$ cat src/rtl/switch_debounce.sv
// Per-channel 2-flop synchronizer plus consecutive-sample debounce counter.
// Optional macro SWITCH_DEBOUNCE_EDGE_EN adds registered rise/fall pulse outputs.
module switch_debounce #(
    parameter int N_CH            = 4,
    parameter int CNT_WIDTH       = 20,
    parameter int DEBOUNCE_CYCLES = 1000000
) (
    input  logic            clk,
    input  logic            rst,
    input  logic [N_CH-1:0] raw_in,
    output logic [N_CH-1:0] db_out,
    output logic [N_CH-1:0] busy
`ifdef SWITCH_DEBOUNCE_EDGE_EN
    ,
    output logic [N_CH-1:0] rise,
    output logic [N_CH-1:0] fall
`endif
);

    if (DEBOUNCE_CYCLES < 1 || longint'(DEBOUNCE_CYCLES) > (64'd1 << CNT_WIDTH)) begin : g_param_check
        $fatal(1, "switch_debounce: DEBOUNCE_CYCLES must be in 1..2**CNT_WIDTH");
    end

    localparam logic [CNT_WIDTH-1:0] CNT_MAX = CNT_WIDTH'(DEBOUNCE_CYCLES - 1);

    logic [N_CH-1:0]                sync1_q, sync2_q;
    logic [N_CH-1:0]                db_q, db_d;
    logic [N_CH-1:0]                flip;
    logic [N_CH-1:0][CNT_WIDTH-1:0] cnt_q, cnt_d;

    // A return to the current level at any point restarts the count from zero.
    always_comb begin
        cnt_d = '0;
        db_d  = db_q;
        flip  = '0;
        busy  = '0;
        for (int unsigned i = 0; i < N_CH; i++) begin
            busy[i] = (cnt_q[i] != '0);
            if (sync2_q[i] == db_q[i]) begin
                cnt_d[i] = '0;
            end else if (cnt_q[i] == CNT_MAX) begin
                db_d[i]  = sync2_q[i];
                cnt_d[i] = '0;
                flip[i]  = 1'b1;
            end else begin
                cnt_d[i] = cnt_q[i] + CNT_WIDTH'(1);
            end
        end
    end

    always_ff @(posedge clk) begin
        if (rst) begin
            sync1_q <= '0;
            sync2_q <= '0;
            db_q    <= '0;
            cnt_q   <= '0;
        end else begin
            sync1_q <= raw_in;
            sync2_q <= sync1_q;
            db_q    <= db_d;
            cnt_q   <= cnt_d;
        end
    end

    assign db_out = db_q;

`ifdef SWITCH_DEBOUNCE_EDGE_EN
    logic [N_CH-1:0] rise_q, fall_q;

    // Pulses are set on the same edge that updates db_q, so they align with the new level.
    always_ff @(posedge clk) begin
        if (rst) begin
            rise_q <= '0;
            fall_q <= '0;
        end else begin
            rise_q <= flip & db_d;
            fall_q <= flip & ~db_d;
        end
    end

    assign rise = rise_q;
    assign fall = fall_q;
`endif

endmodule
$ cat config.mk
export PLATFORM = sky130hd
export DESIGN_NAME = switch_debounce
export DESIGN_NICKNAME = d
export VERILOG_FILES = /design/src/rtl/switch_debounce.sv
export SDC_FILE = /design/constraint.sdc
export NUM_CORES = 1
export LEC_CHECK = 0
export BUFFER_PORTS_ARGS = -buffer_cell sky130_fd_sc_hd__buf_4
export CORE_MARGIN = 2
export CORE_UTILIZATION = 24
export CTS_CLUSTER_DIAMETER = 150
export DETAILED_ROUTE_END_ITERATION = 8
export PLACE_DENSITY = 0.37
export SETUP_SLACK_MARGIN = 0.02
export SYNTH_ARGS = -nofsm -noshare
export SYNTH_HDL_FRONTEND = slang
export SYNTH_SLANG_ARGS = --single-unit
export TNS_END_PERCENT = 5
$ cat constraint.sdc
create_clock -name clk -period 2.35 [get_ports clk]
set_clock_uncertainty 0.15 [all_clocks]
set_input_delay 0.3525 -clock clk [delete_from_list [all_inputs] [get_ports clk]]
set_output_delay 0.3525 -clock clk [all_outputs]
set_load 0.05 [all_outputs]
==> flow_summary.ini <==
[global_routing]
grt_max_degree = 21
grt_first_pass_wirelength_um = 16500
antenna_found_initial = 0
track_usage_pct = 11.2
grt.overflow.total = 0
grt_pass1_vias = 3417

[pwr]
max-vdd-ir-drop_mv = 0.339
pwr-share-clk_pct = 49.3
pwr_density_cell_nw_per_um2 = 627
pwr-share-comb_pct = 1.8
swShare_pct = 20.7
seqPwrFrac_pct = 48.9
p_switching_uw = 664
power_leakage_nw = 1.60
p_int_mw = 2.55

[logic_synthesis]
synth_top_area_share_pct = 43.3
synth_nets = 506
synth_cell_types = 44
synthTopCellsByArea = dfxtp_1 (43%), xnor2_1 (8.9%), nor2_1 (6.5%)
synth_area_per_cell_um2 = 8.65
ys_ff_latch = 92
yosysWarnings = 0
seq_area_frac_synth_pct = 43.3
synth-main-ff-cell = dfxtp_1
syn_area_um2 = 4250
synth_edf_count = 0
async_flop_share_pct = 0
yosysMostFrequentCell = dfxtp_1
synthTopCellsByCount = dfxtp_1 (92), nor2_1 (74), xnor2_1 (43), nand4_1 (28)
synthCells = 492
synth_area_leader_cell = dfxtp_1

[timing]
hold_viol_final = 0
finalCritPeriodShare_pct = 99.8
grt_setup_unrepaired = true
hold-worst-slack_ns = 0.0603
worst_slew_pin_slew_ns = 0.601
slew_headroom_pct = 59.6
slew_violations = 0
fmax_mhz = 426
fin_crit_ns = 2.35
setup_violations = 0

[status]
status = completed

[clock_tree]
root_buffer = clkbuf_16
cts_buffer_depth = 2
htreeDepth = 3
cts_sinks = 92
insertion_delay_ns = 0.35
numCtsBuffers = 9
clk_pin_slew_worst_paths_ns = 0.06
cts_tree = yes

[routing]
via_per_inst = 4.65
wl_per_cell_um = 12.8
ant_nets = 0
first_pass_iters = 4
drc = 0
drt_iter0_drc = 166
num_vias = 3481
routed_wl_um = 9540

[floorplan]
die_area_um2 = 18800
die_w_um = 137
start_util_pct = 24.6
rows = 48
core_um2 = 17300
die_height_um = 137
io_pins = 14

[placement]
placed_area_um2 = 4690
detailed_place_hpwl_um = 6660
routabilityCongestion = 0.764
dp.cells = 730
port_buffers = 13

[cells_and_area]
drive_above_1_share_pct = 12.8
nNetsFinal = 532
area_growth_pct = 20.5
nFillCells = 1838
final_util_pct = 29.6
stdcell_count = 748
final_cell_area_um2 = 5130
antenna_cells = 0

[setup_path]
required_ns = 1.85
r2r_cells = 5
endpoint_kind = output pin
path_buf_inv = 1
critPathKind = reg2out
crit_arrival_ns = 1.84
path_delay_family = simple AND/OR/NAND/NOR gates
cp.depth = 4
cpPeakStageDelay_ns = 0.52
cp_slowest_cell = or4b_4
crit_chain = nor4_4, nand4_1, or4b_4, buf_8
path_max_fanout = 4
start_kind = register

[flow_run]
drv_cap = 0

[hold_path]
hold_class = in2reg
hold_depth = 2
-- layer usage --
metal / part of all wire [%] / track usage, % / routed length (µm) / up-vias
met1: 51 / 14.1 / 4830 / 1640
met5: 0 / 0 / 0 / -
met3: 3.7 / 4.04 / 356 / 12
li1: - / - / - / 1795
met2: 44 / 17.5 / 4210 / 34
met4: 1.5 / 3.78 / 147 / 0
-- power groups by stage --
stage / Combinational [mW] / Sequential, mW / Clock (mW)
3_5_place_dp: 0.0584 / 1.61 / 0
4_1_cts: 0.0608 / 1.57 / 1.67
5_1_grt: 0.0662 / 1.57 / 1.72
6_report: 0.0592 / 1.57 / 1.58
2_1_floorplan: 0.0350 / 1.61 / 0
3_3_place_gp: 0.0582 / 1.61 / 0
-- layout by cell type (no fill, tap or decap), types with 3 or more instances in the layout --
| master | synthesis | routed |
|---|---|---|
| o221ai_1 | 3 | 3 |
| nor2_1 | 74 | 73 |
| nor4_1 | 26 | 21 |
| or4_1 | 9 | 8 |
| nand2_1 | 22 | 22 |
| nand4_1 | 28 | 28 |
| buf_4 | 0 | 27 |
| xor2_1 | 15 | 15 |
| nor3_1 | 19 | 19 |
| or3_1 | 7 | 7 |
| inv_1 | 26 | 26 |
| nor4_2 | 1 | 4 |
| clkinvlp_4 | 0 | 3 |
| a21oi_1 | 15 | 15 |
| clkbuf_16 | 0 | 9 |
| nor2b_1 | 8 | 8 |
| dfxtp_2 | 0 | 5 |
| ha_1 | 8 | 8 |
| nor4b_1 | 4 | 3 |
| o31ai_1 | 7 | 7 |
| and2_1 | 3 | 3 |
| o21ai_0 | 6 | 6 |
| nand3_1 | 26 | 26 |
| and4_1 | 3 | 3 |
| xnor2_1 | 43 | 43 |
| dfxtp_1 | 92 | 86 |
| and3_1 | 13 | 13 |
-- metrics by stage --
stage	setup TNS, ns	setup WS, ns	power, mW
2_1_floorplan	0	0.243	1.64
3_3_place_gp	0	0.0994	1.67
3_5_place_dp	0	0.0959	1.67
4_1_cts	0	0.00160	3.30
5_1_grt	-0.193	-0.0779	3.36
6_report	0	0.00452	3.21
-- logic make-up after synthesis --
group / after synthesis / share of synthesized area [%]
mux: 2 / 0.471
buf+inv: 41 / 4.00
fa+ha+maj: 8 / 2.35
flops: 92 / 43.3
compound gates: 41 / 6.68
xor+xnor: 58 / 11.9
simple gates: 250 / 31.3
-- sequential cells by signal (all words and copies together) (netlist names) --
register / cells
db_out: 4
cnt_q: 80
sync2_q: 4
sync1_q: 4
-- final cells by class --
type                       instances  area [µm²]  share of cell area [%]
clock inverter                     6        87.6                    1.71
inverter                          26        97.6                    1.90
clock buffer                      10         239                    4.66
multi-input combinational        359        2320                    45.3
timing repair buffer              30         249                    4.86
tap                              225         282                    5.49
sequential                        92        1850                    36.1
-- final timing paths --
kind,from,endpoint,slack [ns]
max,cnt_q[15],busy[0],0.005
min,raw_in[0],sync1_q[0],0.06
max reg2reg,cnt_q[0],cnt_q[18],0.29
min reg2reg,sync1_q[1],sync2_q[1],0.30
-- timing repair --
action	4_1_cts	5_1_grt
hold buffers	0	0
buffers inserted	2	0
pin swaps	4	3
gates resized for setup	19	4
endpoints found under the setup margin	3	3
(Power assumes the default switching activity.)
